**config.mk**
```make
export PLATFORM = sky130hd
export DESIGN_NAME = bus_region_decoder
export DESIGN_NICKNAME = d
export VERILOG_FILES = /design/src/rtl/bus_region_decoder.sv
export SDC_FILE = /design/constraint.sdc
export NUM_CORES = 1
export LEC_CHECK = 0
export CAP_MARGIN = 40
export CORE_UTILIZATION = 42
export DETAILED_ROUTE_END_ITERATION = 10
export GPL_ROUTABILITY_DRIVEN = 0
export PLACE_DENSITY = 0.75
export SLEW_MARGIN = 0
export SYNTH_ARGS = -nofsm -noshare
export SYNTH_HDL_FRONTEND = slang
export SYNTH_HIERARCHICAL = 1
export SYNTH_SLANG_ARGS = --single-unit
```
**constraint.sdc**
```tcl
create_clock -name i_clk -period 1.7 [get_ports i_clk]
set_input_delay 0.34 -clock i_clk [delete_from_list [all_inputs] [get_ports i_clk]]
set_output_delay 0.34 -clock i_clk [all_outputs]
set_load 0.02 [all_outputs]
```
**src/rtl/bus_region_decoder.sv**
```systemverilog
// Registered memory-map decoder: NUM_REGIONS base/limit windows to one-hot chip enables with per-region
// wait states on o_ready and external-owner lockout. Optional write-protect check under `WP_CHECK_EN.

module bus_region_match #(
    parameter int              ADDR_W = 16,
    parameter logic [ADDR_W-1:0] BASE   = '0,
    parameter logic [ADDR_W-1:0] LIMIT  = '0
) (
    input  logic [ADDR_W-1:0] addr_i,
    output logic              hit_o
);
    assign hit_o = (addr_i >= BASE) && (addr_i <= LIMIT);
endmodule

module bus_region_decoder #(
    parameter int NUM_REGIONS = 5,
    parameter int ADDR_W      = 16,
    parameter logic [NUM_REGIONS*ADDR_W-1:0] REGION_BASE  = {16'hA002, 16'hA001, 16'hA000, 16'h3000, 16'h1000},
    parameter logic [NUM_REGIONS*ADDR_W-1:0] REGION_LIMIT = {16'hA002, 16'hA001, 16'hA000, 16'h7FFF, 16'h2FFF},
    parameter logic [NUM_REGIONS*4-1:0]      REGION_WAIT  = {4'd0, 4'd0, 4'd0, 4'd3, 4'd0},
    parameter logic [NUM_REGIONS-1:0]        LOCK_MASK    = 5'b00010,
    parameter logic [NUM_REGIONS-1:0]        RO_MASK      = 5'b00000
) (
    input  logic                   i_clk,
    input  logic                   i_reset,
    input  logic                   i_valid,
    input  logic                   i_rw,
    input  logic [ADDR_W-1:0]      i_address,
    input  logic                   i_lock,
    output logic [NUM_REGIONS-1:0] o_ce,
    output logic                   o_ready,
    output logic                   o_miss,
    output logic                   o_busy
);
    localparam logic [1:0] ST_IDLE   = 2'd0;
    localparam logic [1:0] ST_WAIT   = 2'd1;
    localparam logic [1:0] ST_ACTIVE = 2'd2;

    logic [1:0]             state_q, state_d;
    logic [NUM_REGIONS-1:0] ce_q, ce_d;
    logic                   ready_q, ready_d;
    logic                   miss_q, miss_d;
    logic                   busy_q, busy_d;
    logic                   valid_q;
    logic                   lock_q;
    logic [3:0]             cnt_q, cnt_d;

    logic [NUM_REGIONS-1:0] win_hit;
    logic [NUM_REGIONS-1:0] hit;
    logic [NUM_REGIONS-1:0] first;
    logic [3:0]             wait_sel;
    logic                   ro_block;
    logic                   start;
    logic                   lock_abort;

    for (genvar r = 0; r < NUM_REGIONS; r++) begin : g_region
        bus_region_match #(
            .ADDR_W (ADDR_W),
            .BASE   (REGION_BASE[r*ADDR_W +: ADDR_W]),
            .LIMIT  (REGION_LIMIT[r*ADDR_W +: ADDR_W])
        ) u_match (
            .addr_i (i_address),
            .hit_o  (win_hit[r])
        );
    end

    // Lowest-index match wins: isolate the least significant set bit.
    always_comb begin
        hit      = win_hit & ~(LOCK_MASK & {NUM_REGIONS{i_lock}});
        first    = hit & (~hit + NUM_REGIONS'(1));
        wait_sel = '0;
        for (int i = 0; i < NUM_REGIONS; i++) begin
            if (first[i]) wait_sel = wait_sel | REGION_WAIT[i*4 +: 4];
        end
    end

`ifdef WP_CHECK_EN
    assign ro_block = (|(first & RO_MASK)) & ~i_rw;
`else
    wire unused_rw = i_rw;
    assign ro_block = 1'b0;
`endif

    assign start      = i_valid & ~valid_q;
    // Only a fresh lock edge aborts, and only if the owned region is the one selected.
    assign lock_abort = i_lock & ~lock_q & (|(ce_q & LOCK_MASK));

    always_comb begin
        state_d = state_q;
        ce_d    = ce_q;
        ready_d = ready_q;
        cnt_d   = cnt_q;
        miss_d  = 1'b0;
        case (state_q)
            ST_IDLE: begin
                ce_d    = '0;
                ready_d = 1'b1;
                cnt_d   = '0;
                if (start) begin
                    if ((|first) && !ro_block) begin
                        ce_d = first;
                        if (wait_sel == 4'd0) begin
                            state_d = ST_ACTIVE;
                        end else begin
                            state_d = ST_WAIT;
                            ready_d = 1'b0;
                            cnt_d   = wait_sel;
                        end
                    end else begin
                        miss_d = 1'b1;
                    end
                end
            end
            ST_WAIT: begin
                if (lock_abort || !i_valid) begin
                    state_d = ST_IDLE;
                    ce_d    = '0;
                    ready_d = 1'b1;
                    cnt_d   = '0;
                    miss_d  = lock_abort;
                end else if (cnt_q == 4'd1) begin
                    state_d = ST_ACTIVE;
                    ready_d = 1'b1;
                    cnt_d   = '0;
                end else begin
                    cnt_d = cnt_q - 4'd1;
                end
            end
            ST_ACTIVE: begin
                if (lock_abort || !i_valid) begin
                    state_d = ST_IDLE;
                    ce_d    = '0;
                    ready_d = 1'b1;
                    miss_d  = lock_abort;
                end
            end
            default: begin
                state_d = ST_IDLE;
                ce_d    = '0;
                ready_d = 1'b1;
                cnt_d   = '0;
            end
        endcase
        busy_d = (state_d != ST_IDLE);
    end

    always_ff @(posedge i_clk) begin
        if (i_reset) begin
            state_q <= ST_IDLE;
            ce_q    <= '0;
            ready_q <= 1'b1;
            miss_q  <= 1'b0;
            busy_q  <= 1'b0;
            valid_q <= 1'b0;
            lock_q  <= 1'b0;
            cnt_q   <= '0;
        end else begin
            state_q <= state_d;
            ce_q    <= ce_d;
            ready_q <= ready_d;
            miss_q  <= miss_d;
            busy_q  <= busy_d;
            valid_q <= i_valid;
            lock_q  <= i_lock;
            cnt_q   <= cnt_d;
        end
    end

    assign o_ce    = ce_q;
    assign o_ready = ready_q;
    assign o_miss  = miss_q;
    assign o_busy  = busy_q;
endmodule

```
# After elaboration in Yosys (flattened, before gate mapping)
# Cells that the tools add are included.
dict set report word_totals {
  regBits 16
  in_bits 21
  output_inout_bits 8
  wordCells 77
}
dict set report op_classes {
  n_addsub 2
  n_lt_le_gt_ge 10
  n_eq_ne 6
  n_mux 29
  n_bitwise 9
  reduce_logical 13
}
# op n
set op_table {}
lappend op_table {{$ge 16x16->1 const B} 3}
lappend op_table {{$le 16x16->1 const B} 3}
lappend op_table {{$mux 2} 10}
lappend op_table {{$ge 16x13->1 const B} 1}
lappend op_table {{$ge 16x14->1 const B} 1}
lappend op_table {{$le 16x14->1 const B} 1}
lappend op_table {{$le 16x15->1 const B} 1}
lappend op_table {{$mux 5} 3}
lappend op_table {{$pmux 4 s3} 1}
lappend op_table {{$and 5x5->5} 2}
lappend op_table {{$pmux 5 s2} 1}
lappend op_table {{$mux 1} 9}
lappend op_table {{$mux 4} 2}
lappend op_table {{$pmux 2 s3} 1}
lappend op_table {{$add 5x1->5 const B} 1}
lappend op_table {{$logic_and 1x1->1} 5}
lappend op_table {{$not 2->5} 1}
lappend op_table {{$not 5->5} 1}
lappend op_table {{$reduce_or 5->1} 1}
lappend op_table {{$eq 4x1->1 const B} 1}
lappend op_table {{$logic_not 4->1} 1}
lappend op_table {{$sub 4x1->4 const B} 1}
lappend op_table {{$and 1x1->1} 3}
lappend op_table {{$ne 3x3->1 const B} 1}
lappend op_table {{13 further kinds} 14}

# Depth between registers and ports, before layout
# Gate-level depths: netlist (run 1).
dict set report logic_depth {
  ltp_word 13
  depth_mapped 7
  mapped_depth_nobuf 7
}

# Hierarchy
# The synthesis (run 1) kept the hierarchy.
# module instances cells_per_inst area_per_inst_um2 seq_area_each_um2
set modules_own_cells {}
lappend modules_own_cells {bus_region_decoder 1 104 863.3 320.3}
lappend modules_own_cells {{bus_region_match at g_region[3].u_match ...} 2 5 41.3 0.0}
lappend modules_own_cells {{bus_region_match at g_region[2].u_match} 1 5 37.5 0.0}
lappend modules_own_cells {{bus_region_match at g_region[0].u_match} 1 2 18.8 0.0}
lappend modules_own_cells {{bus_region_match at g_region[1].u_match} 1 2 8.8 0.0}

# Worst setup path before layout (run 1)
# No wires, ideal clock.
dict set report synth_timing {
  path_type {input port to flip-flop}
  from {input port i_address[15]}
  to {register busy_q (netlist: o_busy)}
  arrival_ps 1536
  setup_slack_ps 29
  path_stages 7
  path_buffers 0
  path_cell_list {nor4bb_1 > and4_1 > or4_4 > nor2_2 > nor2_1 > o211ai_2 > o311ai_1}
}
# item line
set synth_rtl {}
lappend synth_rtl {{from (decl)} 28} ;# input logic [ADDR_W-1:0] i_address,
lappend synth_rtl {{$ge 16x16->1 or $le 16x16->1 (tied branches)} 12} ;# assign hit_o = (addr_i >= BASE) && (addr_i <= LIMIT);
lappend synth_rtl {{$logic_and 1x1->1 *} 12}
lappend synth_rtl {{$and 5x5->5 *} 69} ;# hit = win_hit & ~(LOCK_MASK & {NUM_REGIONS{i_lock}});
lappend synth_rtl {{named net hit[2]} 49} ;# logic [NUM_REGIONS-1:0] hit;
lappend synth_rtl {{$not 5->5} 70} ;# first = hit & (~hit + NUM_REGIONS'(1));
lappend synth_rtl {{$add 5x1->5} 70}
lappend synth_rtl {{$and 5x5->5 *} 70}
lappend synth_rtl {{$reduce_or 5->1 *} 100} ;# if ((|first) && !ro_block) begin
lappend synth_rtl {{$mux 2 *} 100}
lappend synth_rtl {{$mux 2 *} 99} ;# if (start) begin
lappend synth_rtl {{$pmux 2 s3 *} 94} ;# case (state_q)
lappend synth_rtl {{$reduce_bool 2->1 *} 144} ;# busy_d = (state_d != ST_IDLE);
lappend synth_rtl {{to (signal assigned)} 162} ;# busy_q <= busy_d;
lappend synth_rtl {{to (decl)} 43} ;# logic busy_q, busy_d;
# Mark *: on every way through the listed nets, which the timed path passes. The rest lies on a longest branch.
# A chain may end at the register's enable or synchronous reset.

# Worst setup path after layout (run 1)
dict set report layout_timing {
  from {input port i_address[0]}
  to {register busy_q (netlist: o_busy)}
}
# Same word-level chain as after synthesis.

==> impl_metrics.env, run 1 <==
export IMPL_grt_max_degree=12
export IMPL_cts_sinks=16
export IMPL_first_iter_violations=27
export IMPL_power_leakage_nw=0.595
export IMPL_ys_top_cells_by_area="dfxtp_1 (32%), ha_1 (7.4%), a21oi_1 (5.4%)"
export IMPL_first_global_vias=1092
export IMPL_htree_num_levels=1
export IMPL_hold_ws_ns=0.457
export IMPL_cts_max_path_buffers=2
export IMPL_syn_nets=150
export IMPL_required_ns=1.87
export IMPL_synth_edf_count=0
export IMPL_synth_top_cell_by_area="dfxtp_1"
export IMPL_crit_slowest_cell="or4_4"
export IMPL_wl_per_cell_um=14.3
export IMPL_ys_seq_area_share_pct=31.7
export IMPL_dp_hpwl_mm=2.16
export IMPL_via_per_inst=5.70
export IMPL_avgSynthCellArea_um2=8.22
export IMPL_ant_nets=0
export IMPL_core_area_mm2=0.00223
export IMPL_critPathArrivalTime_ns=1.84
export IMPL_drt_pre_antenna_iters=4
export IMPL_drc=0
export IMPL_die_x_um=51.1
export IMPL_clk_pin_slew_ns=0.10
export IMPL_status="completed"
export IMPL_synth_seq_cells=16
export IMPL_fill_cells=191
export IMPL_routed_wl_mm=2.86
export IMPL_synth_top_area_share_pct=31.7
export IMPL_ios=29
export IMPL_path_cells="clkdlybuf4s15_1, nor4b_2, and4_1, or4_4, nor2_2, nor2_1, o211ai_2, o311ai_1"
export IMPL_vdd_drop_max_mv=0.410
export IMPL_maxCapViolCount=0
export IMPL_max_freq_mhz=600
export IMPL_initial_utilization_pct=45.3
export IMPL_antenna_found_initial=0
export IMPL_fin_skew_ns=0.00140
export IMPL_worst_slew_pin_slew_ns=0.342
export IMPL_drive_gt1_share_pct=35.5
export IMPL_ctsHoldBuffers=0
export IMPL_yosys_warnings=6
export IMPL_cp_end_kind="register"
export IMPL_final_nets=200
export IMPL_max_stage_delay_ns=0.53
export IMPL_async_reset_ff_share_pct=0
export IMPL_hold_class="reg -> reg"
export IMPL_numCtsBuffers=3
export IMPL_startpoint_type="input pin"
export IMPL_yosys_top_cells_count="dfxtp_1 (16), a21oi_1 (11), nor2_1 (10)"
export IMPL_fin_crit_sh_pct=98.1
export IMPL_area_growth_pct=54.1
export IMPL_diodes=0
export IMPL_report_power_total_mw=0.880
export IMPL_power_density_mw_per_mm2=565
export IMPL_die_h_um=51.1
export IMPL_grt_use_total_pct=23.0
export IMPL_root_buffer="clkbuf_4"
export IMPL_design_die_area_mm2=0.00261
export IMPL_synthFlopType="dfxtp_1"
export IMPL_syn_area_mm2=0.00101
export IMPL_hold_viol_final=0
export IMPL_clk_latency_ns=0.29
export IMPL_final_min_clock_period_ns=1.67
export IMPL_portBuffers=27
export IMPL_yosysMostFrequentCell="dfxtp_1"
export IMPL_ys_types=38
export IMPL_rows=17
export IMPL_grt_setup_unrepaired="true"
export IMPL_grt_pass1_wl_mm=4.49
export IMPL_final_core_util_pct=69.7
export IMPL_postSynthCellCount=123
export IMPL_report_final_setup_viol=0
export IMPL_slew_violations=0
export IMPL_cts_tree="yes"
export IMPL_vias=1140
export IMPL_relSlewSlack_pct=77.0
export IMPL_grt_overflow=0
export IMPL_worst_path_max_fanout=3
export IMPL_worstSetupPathType="in -> reg"
cell usage in the layout (no fill, tap or decap), drive strengths merged, types with 3 or more instances in the layout:
master / synthesis / layout
a21oi: 11 / 11
and4: 3 / 3
buf: 0 / 25
clkbuf: 2 / 4
clkdlybuf4s15: 0 / 10
clkdlybuf4s50: 0 / 11
dfxtp: 16 / 16
ha: 6 / 6
inv: 8 / 8
nand2: 9 / 9
nand3: 3 / 3
nor2: 11 / 11
nor2b: 3 / 3
nor3: 8 / 8
nor4: 8 / 8
nor4b: 6 / 6
o31ai: 3 / 3
cell type report:
type	count	area (µm²)	share of cell area, %
flip-flops and latches	16	322	20.6
well taps	28	35.0	2.25
repair buffers	47	403	25.9
clock buffers	4	36.3	2.33
inverters	8	30.0	1.93
multi-input cells	97	732	47.0
critical path: cells and delay by family:
kind,cells,cell delay (ns)
AOI/OAI and AO/OA,2,0.28
and+or+nand+nor,5,0.98
buffers and inverters,1,0.24
cell families (layout without fill, tap and decap cells):
| family | count (synthesis) | in the layout | synth area share (%) |
|---|---|---|---|
| AO/OA/AOI/OAI | 23 | 23 | 14.6 |
| AND/OR/NAND/NOR | 66 | 66 | 40.7 |
| XOR/XNOR | 1 | 1 | 0.866 |
| adder cells (fa/ha/maj) | 6 | 6 | 7.43 |
| multiplexers | 1 | 1 | 0.990 |
| flip-flops | 16 | 16 | 31.7 |
| buffers and inverters | 10 | 59 | 3.71 |
worst paths after layout:
| kind | from | end | slack, ns | cells after the start |
|---|---|---|---|---|
| setup / recovery | i_address[0] | o_busy | 0.03 | 8 |
| hold / removal | o_ce[2] | o_ce[2] | 0.46 | 2 |
| setup reg to reg | cnt_q[1] | o_ready | 0.06 | 7 |
| hold reg to reg | o_ce[2] | o_ce[2] | 0.46 | 2 |
report_power, final:
group,internal [mW],switching [mW]
clock network,0.130,0.125
registers,0.388,0.0100
logic,0.114,0.112
flip-flops by register name, summed over array words and instances (netlist names):
signal,count
o_miss,1
valid_q,1
o_ready,1
lock_q,1
state_q,2
o_busy,1
o_ce,5
cnt_q,4
routing by layer:
metal / GRT usage [%] / wire, µm / vias to the layer above
met3: 2.98 / 112 / 8
met5: 0 / 0 / -
met1: 24.5 / 1190 / 533
met2: 45.6 / 1500 / 40
li1: - / - / 559
met4: 6.94 / 55 / 0
timing repair:
action                     4_1_cts  5_1_grt
gates resized for setup         53       13
setup buffers                    1        1
setup endpoints to repair       11        3
pin swaps                       17        9
metrics by stage:
stage	TNS, ns	cell area, µm²	setup WS (ns)	std cells
floorplan	0	1010	0.0294	123
CTS	0	1540	0.000550	199
global placement	-4.02	1440	-0.532	194
global route	-0.0286	1560	-0.0217	200
finish	0	1560	0.0319	200
detailed placement	-4.70	1440	-0.577	194
Note: power is estimated with default switching activity, not from simulation.
==> inputs of run 2 (changes only) <==
- CORE_UTILIZATION: 42 -> 41
- HOLD_SLACK_MARGIN: default -> 0.06
- SYNTH_HIERARCHICAL: 1 -> default
==> impl_metrics.env, run 2 <==
export IMPL_critPathArrivalTime_ns=1.93
export IMPL_drc=0
export IMPL_report_final_setup_viol=1
export IMPL_power_density_mw_per_mm2=596
export IMPL_power_leakage_nw=0.642
export IMPL_synth_edf_count=0
export IMPL_first_iter_violations=28
export IMPL_slew_violations=0
export IMPL_rows=16
export IMPL_yosys_top_cells_count="dfxtp_1 (16), nor2_1 (12), a21oi_1 (9), nand2_1 (9), ha_1 (6)"
export IMPL_syn_area_um2=932
export IMPL_fill_cells=143
export IMPL_cts_tree="yes"
export IMPL_final_nets=189
export IMPL_ys_seq_area_share_pct=34.4
export IMPL_clk_latency_ns=0.29
export IMPL_postSynthCellCount=109
export IMPL_largest_reg_flops=5
export IMPL_yosys_warnings=0
export IMPL_numCtsBuffers=3
export IMPL_design_die_area_mm2=0.00247
export IMPL_syn_nets=136
export IMPL_required_ns=1.93
export IMPL_fin_crit_sh_pct=100
export IMPL_vias=1026
export IMPL_htree_num_levels=1
export IMPL_synthFlopType="dfxtp_1"
export IMPL_synth_seq_cells=16
export IMPL_status="finished with violations"
export IMPL_placed_cells=182
export IMPL_place_ws_ns=-0.312
export IMPL_finish_instance_area_mm2=0.00155
export IMPL_root_buffer="clkbuf_4"
export IMPL_fin_skew_ns=0.0106
export IMPL_die_h_um=49.7
export IMPL_worst_path_max_fanout=3
export IMPL_violations="setup timing"
export IMPL_portBuffers=27
export IMPL_max_freq_mhz=588
export IMPL_die_x_um=49.7
export IMPL_ys_top_cells_by_area="dfxtp_1 (34%), ha_1 (8.1%), a21oi_1 (4.8%)"
export IMPL_multiInputGateArea_um2=673
export IMPL_regArea_um2=324
export IMPL_synth_top_area_share_pct=34.4
export IMPL_wl_per_cell_um=14.4
export IMPL_core_area_mm2=0.00204
export IMPL_layout_commonest_cell="buf_4"
export IMPL_antenna_found_initial=0
export IMPL_grt_pass1_wl_mm=4.19
export IMPL_maxCapViolCount=0
export IMPL_first_global_vias=989
export IMPL_final_cells=188
export IMPL_cts_max_path_buffers=2
export IMPL_cts_sinks=16
export IMPL_cp_end_kind="register"
export IMPL_hold_class="reg -> reg"
export IMPL_hold_ws_ns=0.470
export IMPL_startpoint_type="input pin"
export IMPL_initial_utilization_pct=45.6
export IMPL_final_setup_worst_slack_ns=-0.00195
export IMPL_final_min_clock_period_ns=1.70
export IMPL_area_growth_pct=66.2
export IMPL_relSlewSlack_pct=74.6
export IMPL_worst_slew_pin_slew_ns=0.381
export IMPL_drive_gt1_share_pct=32.3
export IMPL_grt_overflow=0
export IMPL_diodes=0
export IMPL_yosysMostFrequentCell="dfxtp_1"
export IMPL_via_per_inst=5.46
export IMPL_grt_setup_unrepaired="true"
export IMPL_worstSetupPathType="in -> reg"
export IMPL_ios=29
export IMPL_drt_pre_antenna_iters=4
export IMPL_avgSynthCellArea_um2=8.55
export IMPL_place_area_mm2=0.00138
export IMPL_grt_use_total_pct=22.0
export IMPL_final_core_util_pct=75.9
export IMPL_final_cell_mix="buf_4 (24), clkdlybuf4s50_1 (22), dfxtp_1 (13)"
export IMPL_vdd_drop_max_mv=0.546
export IMPL_grt_max_degree=17
export IMPL_ant_nets=0
export IMPL_synth_top_cell_by_area="dfxtp_1"
export IMPL_dp_hpwl_mm=1.87
export IMPL_ys_types=36
export IMPL_routed_wl_mm=2.72
export IMPL_hold_viol_final=0
export IMPL_async_reset_ff_share_pct=0
export IMPL_clk_pin_slew_ns=0.10
[run 2: changes by cell type after synthesis, sizes merged, moves of 3 or more]
cell   delta
inv       -3
and4      -3
nor4      -5
nor4b     -5
nor3      -3
[run 2: through the flow]
stage                     total power [mW]  setup TNS (ns)
final                                0.923        -0.00195
after global routing                 0.976         -0.0902
after CTS                            0.898        -0.00704
after detailed placement             0.629           -2.31
after global placement               0.623           -1.83
after floorplan                      0.506               0
[run 2: what timing repair did]
| item | CTS | global route |
|---|---|---|
| hold buffers | 0 | 0 |
| gates resized for setup | 3 | 26 |
| endpoints found under the setup margin | 3 | 9 |
| pin swaps | 1 | 12 |
| setup buffers | 0 | 2 |
[run 2: final cells by class]
cell class | count | share of cell area [%]
clock buffers | 4 | 2.34
multi-input cells | 85 | 43.5
repair buffers | 51 | 29.9
flip-flops and latches | 16 | 20.9
inverters | 5 | 1.21
well taps | 27 | 2.18
[run 2: critical path, stage by stage]
cell	delay, ns
clkdlybuf4s50_1	0.43
nor4_2	0.32
nand4_1	0.20
nor4b_4	0.36
nand3b_1	0.13
a21oi_1	0.13
[run 2: report_power, final]
part	internal, mW	leakage, nW	switching (mW)
registers	0.390	0.132	0.00858
clock network	0.130	0.0210	0.134
logic	0.141	0.489	0.119
total	0.662	0.642	0.261
[run 2: cells by family (layout without fill, tap and decap cells)]
kind of cell,count (synthesis),in the layout,synth area share (%)
xor+xnor,1,1,0.940
simple gates,52,52,32.1
fa+ha+maj,6,6,8.05
mux,2,2,2.15
compound gates,24,24,18.4
flops,16,16,34.4
buf+inv,8,60,4.03
[run 2: final timing paths]
kind | slack [ns] | cells after the start | to | start
setup reg to reg | 0.03 | 7 | o_busy | cnt_q[1]
setup / recovery | -0.002 | 6 | o_ce[4] | i_address[4]
hold / removal | 0.47 | 2 | o_ce[4] | o_ce[4]
hold reg to reg | 0.47 | 2 | o_ce[4] | o_ce[4]
[run 2: routing by layer]
layer  GRT usage (%)  wire length, µm  up-vias
li1                -                -      502
met1            26.8             1110      485
met3            4.01              151        2
met2            39.0             1450       37
met4            6.19                3        0
met5               0                0        -
==> inputs of run 3 (changes only) <==
- TNS_END_PERCENT: default -> 1
==> impl_metrics.env, run 3 (synthesized netlist as in run 2, its figures left out) <==
export IMPL_wl_per_cell_um=14.2
export IMPL_required_ns=1.93
export IMPL_first_global_vias=989
export IMPL_largest_reg_flops=5
export IMPL_die_x_um=49.7
export IMPL_grt_overflow=0
export IMPL_worst_path_max_fanout=4
export IMPL_fin_crit_sh_pct=99.9
export IMPL_wl_met3_um=105
export IMPL_final_core_util_pct=74.9
export IMPL_highest_layer="met4"
export IMPL_crit_slowest_cell="clkdlybuf4s50_1"
export IMPL_via_per_inst=5.37
export IMPL_power_leakage_nw=0.611
export IMPL_antenna_found_initial=0
export IMPL_ant_nets=0
export IMPL_startpoint_type="input pin"
export IMPL_initial_utilization_pct=45.6
export IMPL_portBuffers=27
export IMPL_slew_violations=0
export IMPL_grt_setup_unrepaired="true"
export IMPL_power_density_mw_per_mm2=604
export IMPL_worst_path_buf_inv=1
export IMPL_relSlewSlack_pct=73.9
export IMPL_design_die_area_mm2=0.00247
export IMPL_area_growth_pct=64.2
export IMPL_fill_cells=145
export IMPL_cts_sinks=16
export IMPL_drive_gt1_share_pct=30.4
export IMPL_diodes=0
export IMPL_routed_wl_mm=2.68
export IMPL_vias=1010
export IMPL_vdd_drop_max_mv=0.549
export IMPL_first_iter_violations=22
export IMPL_max_stage_delay_ns=0.47
export IMPL_status="completed"
export IMPL_grt_pass1_wl_mm=4.19
export IMPL_tns_ns=0
export IMPL_die_h_um=49.7
export IMPL_core_area_mm2=0.00204
export IMPL_fin_skew_ns=0.0130
export IMPL_htree_num_levels=1
export IMPL_drt_pre_antenna_iters=6
export IMPL_final_nets=189
export IMPL_wl_met1_mm=1.14
export IMPL_critPathArrivalTime_ns=1.93
export IMPL_numCtsBuffers=3
export IMPL_clk_latency_ns=0.30
export IMPL_hold_class="reg -> reg"
export IMPL_clk_pin_slew_ns=0.11
export IMPL_grt_use_total_pct=22.0
export IMPL_dp_hpwl_mm=1.87
export IMPL_report_final_setup_viol=0
export IMPL_place_area_mm2=0.00138
export IMPL_wl_met2_mm=1.42
export IMPL_finish_instance_area_mm2=0.00153
export IMPL_drc=0
export IMPL_cts_tree="yes"
export IMPL_final_cell_mix="clkdlybuf4s50_1 (25), buf_4 (24), dfxtp_1 (14)"
export IMPL_rows=16
export IMPL_layout_commonest_cell="clkdlybuf4s50_1"
export IMPL_path_delay_family="compound AO/OA/AOI/OAI gates"
export IMPL_grt_max_degree=17
export IMPL_worstSetupPathType="in -> reg"
export IMPL_cp_end_kind="register"
export IMPL_hold_viol_final=0
export IMPL_maxCapViolCount=0
export IMPL_path_cells="clkdlybuf4s50_1, a21o_1, a211oi_4, nor2b_2, o211a_1, a211oi_2"
export IMPL_max_freq_mhz=589
export IMPL_root_buffer="clkbuf_4"
export IMPL_worst_slew_pin_slew_ns=0.391
export IMPL_final_min_clock_period_ns=1.70
export IMPL_cts_max_path_buffers=2
export IMPL_ios=29
[run 3: cell count changes in the layout (fill, tap and decap cells not counted)]
cell,before,now
dfxtp_2,3,2
clkdlybuf4s50_1,22,25
dlymetal6s2s_1,5,2
ha_4,2,1
inv_1,2,4
inv_2,3,1
dfxtp_1,13,14
ha_2,1,2
[run 3: report_power, final]
part / internal (mW) / switching [mW]
Clock: 0.130 / 0.139
Sequential: 0.390 / 0.00818
Combinational: 0.140 / 0.117
[run 3: layout make-up]
cell class                      count  area [µm²]  area share (%)
Tap cell                           27        33.8            2.21
Clock buffer                        4        36.3            2.37
Multi-Input combinational cell     85         663            43.3
Inverter                            5        18.8            1.23
Timing Repair Buffer               51         455            29.8
Sequential cell                    16         323            21.1
[run 3: stage by stage]
step                instances  worst slack (ns)  total power, mW  hold slack [ns]
global placement          182            -0.253            0.623            0.443
floorplan                 109            0.0453            0.506            0.412
detailed placement        182            -0.312            0.629            0.450
global route              188           -0.0233            0.971            0.502
finish                    188          0.000915            0.924            0.467
CTS                       186          -0.00704            0.898            0.467
[run 3: final timing paths]
| path | cells after the start | startpoint | slack, ns | end |
|---|---|---|---|---|
| worst max-delay path | 6 | i_address[12] | 0.0009 | o_busy |
| worst min-delay path | 2 | o_ce[4] | 0.47 | o_ce[4] |
| worst max register to register | 7 | cnt_q[1] | 0.02 | o_busy |
| worst min register to register | 2 | o_ce[4] | 0.47 | o_ce[4] |
[run 3: tightest hold or removal path: cells and delay by family, from the launching register on]
family	cells	cell delay, ns
AND/OR/NAND/NOR	1	0.05
flip-flops	1	0.33
AO/OA/AOI/OAI	1	0.05
[run 3: layer usage]
metal  global-route usage (%)  vias up
li1                         -      493
met5                        0        -
met2                     39.0       31
met3                     4.01        4
met1                     26.8      482
met4                     6.19        0
[run 3: what timing repair did]
item / 4_1_cts / 5_1_grt
hold buffers: 0 / 0
endpoints found under the hold margin: 0 / 0
setup buffers: 0 / 2
setup endpoints to repair: 3 / 9
resized for setup: 3 / 19
pin swaps: 1 / 5
